[src/rtl/arc4_crack_ctrl.sv]
// Key-search controller: sequences one arc4 core over candidate keys,
// owns pt_mem and scans the decrypted text. Option: CRACK_EARLY_EXIT_EN.
module arc4_crack_ctrl #(
    parameter int KEY_W    = 24,
    parameter int KEY_STEP = 1
) (
    input  logic             clk,
    input  logic             rst,
    input  logic             en,
    output logic             rdy,
    input  logic [KEY_W-1:0] key_base,
    output logic             key_valid,
    output logic [KEY_W-1:0] key,
    output logic             a4_en,
    input  logic             a4_rdy,
    output logic [KEY_W-1:0] a4_key,
    input  logic [7:0]       a4_pt_addr,
    input  logic [7:0]       a4_pt_wrdata,
    input  logic             a4_pt_wren,
    output logic [7:0]       pt_addr,
    output logic [7:0]       pt_wrdata,
    output logic             pt_wren,
    input  logic [7:0]       pt_rddata
);

`ifdef CRACK_EARLY_EXIT_EN
    localparam bit EARLY = 1'b1;
`else
    localparam bit EARLY = 1'b0;
`endif

    typedef enum logic [2:0] {
        S_IDLE,
        S_LAUNCH,
        S_WAIT_BUSY,
        S_WAIT_DONE,
        S_LEN,
        S_SCAN,
        S_NEXT
    } state_t;

    state_t           state_q, state_d;
    logic             rdy_q, rdy_d;
    logic             key_valid_q, key_valid_d;
    logic [KEY_W-1:0] key_q, key_d;
    logic [KEY_W-1:0] cur_key_q, cur_key_d;
    logic [7:0]       len_q, len_d;
    logic [7:0]       idx_q, idx_d;
    logic             bad_q, bad_d;
    logic             len_ph_q, len_ph_d;

    logic [KEY_W:0]   key_sum;
    logic             byte_ok;
    logic             hit_bad;
    logic             found;
    logic             a4_en_c;
    logic [7:0]       ctl_addr;
    logic             pass;

    assign key_sum = {1'b0, cur_key_q} + (KEY_W+1)'(KEY_STEP);
    assign byte_ok = (pt_rddata >= 8'h20) && (pt_rddata <= 8'h7E);

    // Next-state and datapath updates for the search sequence
    always_comb begin
        state_d     = state_q;
        key_valid_d = key_valid_q;
        key_d       = key_q;
        cur_key_d   = cur_key_q;
        len_d       = len_q;
        idx_d       = idx_q;
        bad_d       = bad_q;
        len_ph_d    = len_ph_q;
        a4_en_c     = 1'b0;
        ctl_addr    = 8'd0;
        hit_bad     = 1'b0;
        found       = 1'b0;

        unique case (state_q)
            S_IDLE: begin
                if (en && rdy_q) begin
                    cur_key_d   = key_base;
                    key_valid_d = 1'b0;
                    state_d     = S_LAUNCH;
                end
            end
            S_LAUNCH: begin
                if (a4_rdy) begin
                    a4_en_c = 1'b1;
                    state_d = S_WAIT_BUSY;
                end
            end
            S_WAIT_BUSY: begin
                if (!a4_rdy) begin
                    state_d = S_WAIT_DONE;
                end
            end
            S_WAIT_DONE: begin
                if (a4_rdy) begin
                    len_ph_d = 1'b0;
                    state_d  = S_LEN;
                end
            end
            S_LEN: begin
                if (!len_ph_q) begin
                    len_ph_d = 1'b1;
                end else begin
                    len_d = pt_rddata;
                    idx_d = 8'd0;
                    bad_d = 1'b0;
                    if (pt_rddata == 8'd0) begin
                        found = 1'b1;
                    end else begin
                        state_d = S_SCAN;
                    end
                end
            end
            S_SCAN: begin
                if (idx_q < len_q) begin
                    ctl_addr = idx_q + 8'd1;
                end
                hit_bad = (idx_q != 8'd0) && !byte_ok;
                bad_d   = bad_q | hit_bad;
                idx_d   = idx_q + 8'd1;
                if ((EARLY && hit_bad) || (idx_q == len_q)) begin
                    if (bad_d) begin
                        state_d = S_NEXT;
                    end else begin
                        found = 1'b1;
                    end
                end
            end
            S_NEXT: begin
                if (key_sum[KEY_W]) begin
                    key_valid_d = 1'b0;
                    state_d     = S_IDLE;
                end else begin
                    cur_key_d = key_sum[KEY_W-1:0];
                    state_d   = S_LAUNCH;
                end
            end
            default: begin
                state_d = S_IDLE;
            end
        endcase

        if (found) begin
            key_d       = cur_key_q;
            key_valid_d = 1'b1;
            state_d     = S_IDLE;
        end

        rdy_d = (state_d == S_IDLE);
    end

    // State and datapath registers
    always_ff @(posedge clk) begin
        if (rst) begin
            state_q     <= S_IDLE;
            rdy_q       <= 1'b0;
            key_valid_q <= 1'b0;
            key_q       <= '0;
            cur_key_q   <= '0;
            len_q       <= 8'd0;
            idx_q       <= 8'd0;
            bad_q       <= 1'b0;
            len_ph_q    <= 1'b0;
        end else begin
            state_q     <= state_d;
            rdy_q       <= rdy_d;
            key_valid_q <= key_valid_d;
            key_q       <= key_d;
            cur_key_q   <= cur_key_d;
            len_q       <= len_d;
            idx_q       <= idx_d;
            bad_q       <= bad_d;
            len_ph_q    <= len_ph_d;
        end
    end

    // pt_mem port belongs to arc4 only while a decryption is in flight
    always_comb begin
        pass = (state_q == S_LAUNCH) ||
               (state_q == S_WAIT_BUSY) ||
               (state_q == S_WAIT_DONE);
        if (pass) begin
            pt_addr   = a4_pt_addr;
            pt_wrdata = a4_pt_wrdata;
            pt_wren   = a4_pt_wren;
        end else begin
            pt_addr   = ctl_addr;
            pt_wrdata = 8'd0;
            pt_wren   = 1'b0;
        end
    end

    assign rdy       = rdy_q;
    assign key_valid = key_valid_q;
    assign key       = key_q;
    assign a4_key    = cur_key_q;
    assign a4_en     = a4_en_c;

endmodule

[config.mk]
export PLATFORM = sky130hd
export DESIGN_NAME = arc4_crack_ctrl
export DESIGN_NICKNAME = d
export VERILOG_FILES = /design/src/rtl/arc4_crack_ctrl.sv
export SDC_FILE = /design/constraint.sdc
export NUM_CORES = 1
export LEC_CHECK = 0
export CORE_MARGIN = 3
export CORE_UTILIZATION = 51
export DETAILED_ROUTE_END_ITERATION = 7
export GPL_TIMING_DRIVEN = 0
export PLACE_DENSITY = 0.95
export SYNTH_ARGS = -nofsm -noshare
export SYNTH_HDL_FRONTEND = slang
export SYNTH_SLANG_ARGS = --single-unit
[constraint.sdc]
create_clock -name clk -period 4.9 [get_ports clk]
set_clock_uncertainty 0.2 [all_clocks]
set_input_delay 0.49 -clock clk [delete_from_list [all_inputs] [get_ports clk]]
set_output_delay 0.49 -clock clk [all_outputs]
set_load 0.01 [all_outputs]
## Word-level counts from Yosys, hierarchy flattened

Index checks and enable logic that the tools add are counted.

| operators by class | value |
|---|---|
| magnitude comparators | 3 |
| bitwise logic cells | 1 |
| mux-type cells | 36 |
| reduce and logical (&&, ||, !) cells | 19 |
| $add $sub $neg | 2 |
| equal/unequal tests | 13 |

Operator list:

| operator | number |
|---|---|
| 24-bit two-way mux | 2 |
| 24-bit one-hot mux with 2 select lines | 1 |
| 8-bit two-way mux | 5 |
| 3-bit two-way mux | 9 |
| 24-bit by 1-bit adder with 25-bit output, second input constant | 1 |
| 3-bit one-hot mux with 7 select lines | 1 |
| 8-bit one-hot mux with 2 select lines | 1 |
| 1-bit two-way mux | 13 |
| 3-bit equality test, second input constant | 3 |
| 8-bit by 1-bit adder with 8-bit output, second input constant | 1 |
| 8-bit equality test | 1 |
| 8-bit by 6-bit >= comparator with 1-bit output, second input constant | 1 |
| 8-bit by 7-bit less-or-equal comparator with 1-bit output, second input constant | 1 |
| 8-bit logical NOT | 1 |
| 8-bit < comparator | 1 |
| 2-bit inequality test, second input constant | 4 |
| 1-bit one-hot mux with 2 select lines | 4 |
| 8-bit nonzero test | 1 |
| 3-bit by 2-bit equality test with 1-bit output, second input constant | 2 |
| 3-bit logical NOT | 2 |
| 3-bit inequality test, second input constant | 2 |
| 2-bit AND reduction | 3 |
| 3-bit AND reduction | 2 |
| 2-bit nonzero test | 3 |
| 6 further kinds | 9 |

| storage, ports and cells | value |
|---|---|
| logic and storage cells | 83 |
| register bits after elaboration | 71 |

## Longest topological paths before layout

Gate-level depths: netlist (run 1).

| logic depth | value |
|---|---|
| word-level depth | 10 |
| mapped depth | 8 |

## Worst setup path after synthesis (run 1)

OpenSTA, ideal clock, no wires.

| path | value |
|---|---|
| path type | flip-flop to flip-flop |
| from | register cur_key_q[0] (netlist: a4_key[0]) |
| to | register rdy_q (netlist: rdy) |
| library setup time | 60 ps |
| stages on the path, launching flop included | 7 |
| data required time | 4640 ps |
| arrival time | 2245 ps |
| slack | 2396 ps |
| cell sequence | dfxtp_1 -> ha_1 -> nand4_1 -> or4_4 -> a211o_4 -> a2111oi_4 -> o311a_1 |

| on the way | value |
|---|---|
| longest elaborated chain between the ends | 5 |

RTL lines:

| item | RTL line | text |
|---|---|---|
| start: declaration | 46 | `logic [KEY_W-1:0] cur_key_q, cur_key_d;` |
| start signal: assignment | 172 | `cur_key_q <= cur_key_d;` |
| 24-bit by 1-bit adder with 25-bit output | 60 | `assign key_sum = {1'b0, cur_key_q} + (KEY_W+1)'(KEY_STEP);` |
| 1-bit two-way mux | 133 | `if (key_sum[KEY_W]) begin` |
| 3-bit one-hot mux with 7 select lines | 78 | `unique case (state_q)` |
| 3-bit two-way mux | 146 | `if (found) begin` |
| 3-bit logical NOT | 152 | `rdy_d = (state_d == S_IDLE);` |
| end signal: assignment | 169 | `rdy_q <= rdy_d;` |
| end: declaration | 43 | `logic rdy_q, rdy_d;` |

Every way passes these cells.
A chain may end at the register's enable or synchronous reset.

## Worst setup path after layout (run 1)

| path | value |
|---|---|
| from | register idx_q[5] |
| to | output port pt_addr[2] |

| on the way | value |
|---|---|
| longest elaborated chain between the ends | 4 |

RTL lines:

| item | RTL line | text |
|---|---|---|
| start: declaration | 48 | `logic [7:0] idx_q, idx_d;` |
| start signal: assignment | 174 | `idx_q <= idx_d;` |
| 8-bit < comparator | 118 | `if (idx_q < len_q) begin` |
| 8-bit two-way mux | 118 |  |
| 8-bit two-way mux | 78 |  |
| 8-bit two-way mux | 185 | `if (pass) begin` |
| end: declaration | 20 | `output logic [7:0] pt_addr,` |

Every way passes these cells.

==> results_dict.tcl, run 1 <==
set metrics [dict create \
    outcome "completed" \
    io_buffer_count 119 \
    post_cts_resized 0 \
    worst_slew_pin_slew_ps 1200 \
    synth_top_area_share_pct 36.4 \
    post_cts_buffers 0 \
    irDropWorstVdd_v 0.000161 \
    grtUsageTotal_pct 29.7 \
    pwr-share-comb_pct 18.5 \
    h-tree-depth 3 \
    gp_congestion 0.910 \
    clk_pin_slew_ps 70 \
    swShare_pct 27.2 \
    yosys-top-cells-area "dfxtp_1 (36%), nand2_1 (9.6%), mux2i_1 (6.1%), a21oi_1 (5.6%), nor2_1 (4.8%)" \
    num_vias 4454 \
    async_flop_share_pct 0 \
    layout.nets 700 \
    grt_max_degree 11 \
    drtIter0Drc 400 \
    maxCapViolations 0 \
    cts_tree "built" \
    synth_seq_area_share_pct 36.4 \
    synthToLayoutAreaGrowth_pct 38.1 \
    crit_chain "ha_1, a21o_1, a21o_1, a21oi_1, nand3_1, o21ai_0, clkdlybuf4s50_1" \
    routedWlPerCell_um 17.7 \
    initial_core_util_pct 53.3 \
    synth_edf_count 0 \
    wl_um 13000 \
    dr.pass1.iters 5 \
    grt-ovfl-total 0 \
    cpMostUsedCell "a21o_1" \
    grt_pass1_vias 4500 \
    die_h_um 93.6 \
    dpl.hpwl_um 9560 \
    yosys_warnings 0 \
    crit_buf_inv 1 \
    critPathLaunchType "flip-flop" \
    syn-num-nets 570 \
    power_frac_seq_pct 48.4 \
    slew_violations 0 \
    arrival_ps 2630 \
    cp_top_family "compound AO/OA/AOI/OAI gates" \
    setup_violations 0 \
    tns_ps 0 \
    fmax_mhz 302 \
    syn_inst 506 \
    cp-end-kind "output port" \
    drive_gt1_share_pct 4.53 \
    core-area_sq_mm 0.00733 \
    synth_top_cell_by_area "dfxtp_1" \
    slew_headroom_pct 19.6 \
    ys_ff_latch 71 \
    cts_hold_buffers 0 \
    cts.sinks 71 \
    place_area_sq_mm 0.00523 \
    finalHoldViolCount 0 \
    rows 31 \
    antenna_cells_inserted 0 \
    hold_class "reg -> reg" \
    required_ps 4210 \
    pwr-share-clk_pct 33.1 \
    critPathMaxFanout 7 \
    cts_root_buf "clkbuf_8" \
    synth_cell_types 51 \
    dieArea_sq_mm 0.00875 \
    period_minus_slack_ps 3320 \
    cts.path.max_buffers 2 \
    netlist_area_sq_mm 0.00391 \
    io-pin-count 121 \
    leakage_nw 2.05 \
    synth_area_per_cell_sq_um 7.73 \
    ys.flop_type "dfxtp_1" \
    min_period_over_period_pct 67.7 \
    yosysMostFrequentCell "nand2_1" \
    numCtsBuffers 9 \
    die_w_um 93.6 \
    switchingPower_w 0.000355 \
    postRouteAntennaNets 0 \
    clk_latency_ps 350 \
    rsz0062_at_grt "no" \
    antenna_found_initial 0 \
    final_area_sq_mm 0.00540 \
    drc 0 \
    power_density_mw_per_mm2 242 \
    slowest_delay_ps 560 \
    viasPerCell 6.03 \
    grt_pass1_wl_um 20900 \
    critPathKind "reg -> out" \
    synth_common_cells "nand2_1 (100), dfxtp_1 (71), nor2_1 (50)" \
    critical_path.slowest_cell "clkdlybuf4s50_1" \
    internal-power_w 0.000950 \
]
power groups by stage:
| stage | Sequential, W | Clock [W] | Combinational (W) |
|---|---|---|---|
| 2_1_floorplan | 0.000641 | 0 | 0.0000998 |
| 3_3_place_gp | 0.000640 | 0 | 0.000232 |
| 3_5_place_dp | 0.000641 | 0 | 0.000237 |
| 4_1_cts | 0.000629 | 0.000432 | 0.000238 |
| 5_1_grt | 0.000633 | 0.000452 | 0.000257 |
| 6_report | 0.000632 | 0.000433 | 0.000241 |
registers in the layout, indices dropped and copies added (netlist names):
| name | cells |
|---|---|
| a4_key | 24 |
| key | 24 |
| idx_q | 8 |
| len_q | 8 |
| state_q | 3 |
| bad_q | 1 |
| key_valid | 1 |
| len_ph_q | 1 |
| rdy | 1 |
worst register-to-register path: stages, from the launching register on:
cell,delay (ps)
dfxtp_1,480
ha_1,270
nand4_1,250
nor4_1,950
nand4_1,250
o31a_1,290
o32ai_1,220
layer usage:
layer / up-vias / part of all wire [%] / routed length [um] / global-route usage (%)
met5: - / 0 / 0 / 0
met4: 0 / 3.4 / 447 / 15.5
met3: 63 / 10 / 1330 / 6.36
met2: 307 / 48 / 6270 / 50.9
met1: 2008 / 38 / 5000 / 34.8
li1: 2076 / - / - / -
kinds of logic after synthesis:
family / after synthesis / synth area share, %
simple gates: 232 / 27.4
compound gates: 118 / 20.5
flops: 71 / 36.4
buf+inv: 42 / 4.29
mux: 24 / 6.14
fa+ha+maj: 11 / 3.52
xor+xnor: 8 / 1.79
through the flow:
| step | hold slack [ps] | power (W) | cells | util [%] | setup slack, ps |
|---|---|---|---|---|---|
| 6_report | 258 | 0.00131 | 739 | 73.7 | 1580 |
| 5_1_grt | 281 | 0.00134 | 739 | 73.7 | 1330 |
| 4_1_cts | 257 | 0.00130 | 739 | 73.7 | 1590 |
| 3_5_place_dp | 247 | 0.000878 | 724 | 71.3 | 1690 |
| 3_3_place_gp | 245 | 0.000872 | 724 | 71.3 | 1790 |
| 2_1_floorplan | 236 | 0.000741 | 506 | - | 2400 |
worst paths after layout:
check / startpoint / end / slack [ps] / cells past startpoint
worst max register to register: a4_key[0] / a4_key[18] / 1900 / 6
worst max-delay path: idx_q[5] / pt_addr[2] / 1580 / 7
worst min-delay path: key[6] / key[6] / 260 / 2
worst min register to register: key[6] / key[6] / 260 / 2
area by class of cell:
type | count | area, sq um
multi-input combinational | 393 | 2320
fill | 549 | 1930
sequential | 71 | 1420
timing repair buffer | 119 | 1190
clock buffer | 15 | 176
tap | 99 | 124
buffer | 30 | 123
inverter | 12 | 45.0
cell usage in the layout (no fill, tap or decap), types with 4 or more instances in the layout:
cell / Yosys / final
nor2_1: 50 / 50
mux2i_1: 24 / 24
a211oi_1: 5 / 5
dfxtp_1: 71 / 71
and3_1: 5 / 5
nand2_1: 100 / 100
and2_1: 11 / 11
xnor2_1: 4 / 4
a21o_1: 5 / 5
inv_1: 11 / 11
buf_2: 8 / 8
clkbuf_8: 0 / 12
nand3_1: 17 / 17
nor4_1: 7 / 7
ha_1: 11 / 11
nand4_1: 10 / 10
clkdlybuf4s50_1: 0 / 119
xor2_1: 4 / 4
o32ai_1: 12 / 12
a21oi_1: 44 / 44
clkbuf_1: 22 / 25
nor3_1: 14 / 14
o21ai_0: 20 / 20
a22oi_1: 4 / 4
Power figures use the tool's default switching activity.
==> run 2: changes to the inputs <==
CORE_UTILIZATION = 47   (was 51)
PLACE_DENSITY = 0.89   (was 0.95)
clock period = 3.15 ns   (was 4.9 ns; I/O delays follow)
==> run 2 against run 1 <==
- hold slack worse by 0.89 ps
- via count rose by 1.6%
- critical path depth increased by 1
- clock power is 81% higher
- power grew 64%
- sequential cell count unchanged
- sequential power is 55% higher
- global-route usage fell by 2.4 points
- critical path type unchanged
==> results_dict.tcl, run 2 (same netlist as run 1, synthesis figures left out) <==
set metrics [dict create \
    dp.cells 727 \
    die_w_um 97.2 \
    cts_root_buf "clkbuf_8" \
    grtUsageTotal_pct 27.4 \
    period_minus_slack_ps 3030 \
    hold_class "reg -> reg" \
    clk_latency_ps 360 \
    rows 32 \
    critPathLaunchType "flip-flop" \
    die_h_um 97.2 \
    synthToLayoutAreaGrowth_pct 39.4 \
    finalHoldViolCount 0 \
    holdWs_ps 258 \
    arrival_ps 2520 \
    dpl.hpwl_um 9430 \
    min_path_cells 2 \
    slew_violations 0 \
    worstReg2RegEnd "a4_key[21]" \
    viasPerCell 6.09 \
    crit_chain "inv_1, ha_1, a21o_1, a21o_1, a21oi_2, nand3_2, o21ai_0, clkdlybuf4s50_1" \
    final_cell_mix "clkdlybuf4s50_1 (118), nand2_1 (100), dfxtp_1 (70)" \
    grt-ovfl-total 0 \
    antenna_cells_inserted 0 \
    core-area_sq_mm 0.00789 \
    grt_pass1_vias 4403 \
    fmax_mhz 330 \
    cts_tree "built" \
    drtIter0Drc 541 \
    critPathKind "reg -> out" \
    wl_um 13000 \
    gp_congestion 0.921 \
    timing.rr.start "a4_key[0]" \
    setup_violations 0 \
    hold_end "len_q[7]" \
    mostFrequentLayoutCell "clkdlybuf4s50_1" \
    routedWlPerCell_um 17.4 \
    cpMostUsedCell "a21o_1" \
    io-pin-count 121 \
    cts.path.max_buffers 2 \
    critical_path.slowest_cell "clkdlybuf4s50_1" \
    leakage_nw 2.08 \
    io_buffer_count 119 \
    cts_hold_buffers 0 \
    fin_util_pct 69.1 \
    dr.pass1.iters 5 \
    power_density_mw_per_mm2 392 \
    grt_pass1_wl_um 21500 \
    initial_core_util_pct 49.6 \
    rr_worst_depth 5 \
    antenna_found_initial 0 \
    crit_buf_inv 2 \
    grt_max_degree 12 \
    slowest_delay_ps 560 \
    critPathMaxFanout 6 \
    ff2ff_setup_slack_ps 220 \
    cp-end-kind "output port" \
    final_cells 743 \
    drc 0 \
    worst_slew_pin_slew_ps 1190 \
    hold_start "len_q[7]" \
    maxCapViolations 0 \
    required_ps 2630 \
    dieArea_sq_mm 0.00945 \
    min_period_over_period_pct 96.3 \
    irDropWorstVdd_v 0.000255 \
    numCtsBuffers 9 \
    num_vias 4526 \
    drive_gt1_share_pct 5.30 \
    clk_pin_slew_ps 70 \
    slew_headroom_pct 19.8 \
    outcome "completed" \
    cts.sinks 71 \
    post_cts_buffers 0 \
    h-tree-depth 3 \
    fillers 645 \
    cp_top_family "compound AO/OA/AOI/OAI gates" \
    layout.nets 700 \
    postRouteAntennaNets 0 \
]
==> run 2: worst max-delay path by stage <==
stage                      end  cells after the start    startpoint  slack [ps]
global placement       key[22]                      7  pt_rddata[5]         210
CTS                 pt_addr[3]                      7    state_q[1]           5
global route        pt_addr[2]                      8      len_q[5]         -40
floorplan                  rdy                      6     a4_key[0]         650
detailed placement     key[22]                      7  pt_rddata[5]         130
finish              pt_addr[2]                      8      len_q[5]         120
==> run 2: stage by stage <==
| stage | TNS (ps) | cell area [sq um] | total power (W) | worst slack (ps) |
|---|---|---|---|---|
| finish | 0 | 5450 | 0.00214 | 116 |
| floorplan | 0 | 3910 | 0.00115 | 646 |
| CTS | 0 | 5440 | 0.00213 | 5.29 |
| detailed placement | 0 | 5230 | 0.00136 | 126 |
| global route | -37.6 | 5450 | 0.00221 | -37.6 |
| global placement | 0 | 5230 | 0.00136 | 210 |
==> run 2: cell type report <==
type / instances / area, sq um / share of cell area, %
plain buffers: 30 / 123 / 2.25
clock buffers: 12 / 135 / 2.48
clock inverters: 4 / 70.1 / 1.29
inverters: 12 / 45.0 / 0.827
multi-input cells: 393 / 2330 / 42.8
flip-flops and latches: 71 / 1420 / 26.1
well taps: 102 / 128 / 2.34
repair buffers: 119 / 1190 / 21.9
==> run 2: power by group <==
part           internal (W)  switching (W)
Sequential         0.000928      0.0000512
Combinational      0.000201       0.000175
Clock              0.000444       0.000339
Total               0.00157       0.000565
==> run 2: layer usage <==
metal / vias up / part of all wire (%) / track usage [%] / wire [um]
met5: - / 0 / 0 / 0
met4: 0 / 3.8 / 12.7 / 487
met3: 55 / 9.7 / 5.46 / 1260
met2: 289 / 47 / 45.3 / 6080
met1: 2094 / 40 / 34.2 / 5120
li1: 2088 / - / - / -
==> run 2: timing repair <==
| item | 4_1_cts | 5_1_grt |
|---|---|---|
| setup endpoints to repair | 1 | 7 |
| resized for setup | 1 | 5 |
| endpoints found under the hold margin | 0 | 0 |
| gates cloned | 0 | 0 |
==> run 2: tightest hold or removal path, cell delays in order, from the launching register on <==
cell     delay [ps]
dfxtp_1         310
nand2_1          50
a21oi_1          50
==> run 3: changes to the inputs <==
MAX_ROUTING_LAYER = met4   (was not set)
PLACE_DENSITY = 0.84   (was 0.89)
==> run 3 against run 2 <==
- sequential share of layout area up 0.26 points
- largest cell class unchanged
- design area down 0.99%
- register-to-register slack better by 80 ps
- via count down 2.8%
- count of clock-buffer cells in the layout up 2
- combinational power about the same
- power down 7.4%
- first-iteration DRC count down 35%
- core utilization down 0.68 points
- worst setup slack better by 79 ps
==> results_dict.tcl, run 3 (same netlist as run 1, synthesis figures left out) <==
set metrics [dict create \
    layout.nets 700 \
    grtUsageTotal_pct 26.3 \
    drc 0 \
    viasPerCell 5.93 \
    seq_area_sq_mm 0.00142 \
    drtIter0Drc 354 \
    dr.pass1.iters 6 \
    die_h_um 97.2 \
    multi_input_area_sq_mm 0.00233 \
    worst_slew_pin_slew_ps 1200 \
    outcome "completed" \
    dpl.hpwl_um 9380 \
    clk_latency_ps 350 \
    crit_buf_inv 2 \
    post_cts_buffers 0 \
    postRouteAntennaNets 0 \
    grt_pass1_wl_um 20000 \
    power_density_mw_per_mm2 367 \
    grt_pass1_vias 4024 \
    h-tree-depth 3 \
    cp-end-kind "output port" \
    numCtsBuffers 9 \
    critical_path.slowest_cell "clkdlybuf4s50_1" \
    slew_headroom_pct 19.3 \
    routedWlPerCell_um 16.9 \
    fillers 646 \
    cts.sinks 71 \
    critPathLaunchType "flip-flop" \
    clk_pin_slew_ps 70 \
    hold_class "reg -> reg" \
    cts.path.max_buffers 2 \
    fmax_mhz 338 \
    setup_violations 0 \
    slew_violations 0 \
    core-area_sq_mm 0.00789 \
    cp_top_family "compound AO/OA/AOI/OAI gates" \
    grt_max_degree 11 \
    gp_congestion 0.969 \
    maxCapViolations 0 \
    grt-ovfl-total 0 \
    io-pin-count 121 \
    initial_core_util_pct 49.6 \
    min_period_over_period_pct 93.8 \
    rsz0062_at_grt "no" \
    dieArea_sq_mm 0.00945 \
    required_ps 2630 \
    critPathKind "reg -> out" \
    die_w_um 97.2 \
    period_minus_slack_ps 2960 \
    leakage_nw 2.04 \
    wl_um 12500 \
    tns_ps 0 \
    drive_gt1_share_pct 4.84 \
    critPathMaxFanout 6 \
    antenna_found_initial 0 \
    cpMostUsedCell "a21o_1" \
    finalHoldViolCount 0 \
    antenna_cells_inserted 0 \
    arrival_ps 2440 \
    rows 32 \
    mostFrequentLayoutCell "clkdlybuf4s50_1" \
    cts_root_buf "clkbuf_8" \
    num_vias 4398 \
    holdWs_ps 257 \
    irDropWorstVdd_v 0.000223 \
    synthToLayoutAreaGrowth_pct 38.0 \
    final_cell_mix "clkdlybuf4s50_1 (119), nand2_1 (100), dfxtp_1 (70)" \
    cts_tree "built" \
    crit_chain "inv_1, ha_1, a21o_1, a21o_1, a21oi_1, nand3_2, o21ai_0, clkdlybuf4s50_1" \
    p_total_w 0.00198 \
    io_buffer_count 119 \
    slowest_delay_ps 550 \
]
-- run 3: changes by cell type in the layout (fill, tap and decap cells not counted), sizes merged --
cell	change
bufinv	-2
clkbuf	+2
clkdlybuf4s50	+1
clkinv	-1
dlymetal6s2s	-1
-- run 3: final cells by class --
class,count,area share (%)
Inverter,12,0.835
Buffer,30,2.27
Clock buffer,14,2.83
Timing Repair Buffer,119,22.1
Tap cell,102,2.37
Sequential cell,71,26.4
Multi-Input combinational cell,393,43.2
Clock inverter,1,0.0928
-- run 3: worst register-to-register path, stage by stage, from the launching register on --
cell	delay, ps
dfxtp_1	470
ha_1	270
nand4_1	270
nor4_1	860
nand4_1	210
o31a_1	280
o32ai_1	200
-- run 3: worst paths after layout --
check	startpoint	endpoint	slack [ps]	depth (start not counted)
setup / recovery	len_q[5]	pt_addr[3]	190	8
hold / removal	key[14]	key[14]	260	2
setup reg to reg	a4_key[0]	a4_key[18]	300	6
hold reg to reg	key[14]	key[14]	260	2
-- run 3: what timing repair did --
action,CTS,global route
hold buffers,0,0
resized for setup,0,4
endpoints found under the setup margin,0,6
hold endpoints to repair,0,0
-- run 3: power breakdown --
part,internal [W],switching (W)
combinational,0.000201,0.000172
clock,0.000303,0.000322
sequential,0.000928,0.0000532
total,0.00143,0.000547
-- run 3: per-stage QoR --
step                std cells  worst slack (ps)  cell area, sq um  utilization [%]
detailed placement        727               145              5230             66.3
global route              742              18.8              5400             68.4
finish                    742               195              5400             68.4
floorplan                 506               646              3910                -
CTS                       742              70.2              5390             68.3
global placement          727               212              5230             66.3
-- run 3: layer usage --
metal  GRT usage [%]  part of all wire (%)
met2            42.1                    46
met5               -                     0
met4            9.37                   2.7
met3            5.24                    10
met1            33.2                    41
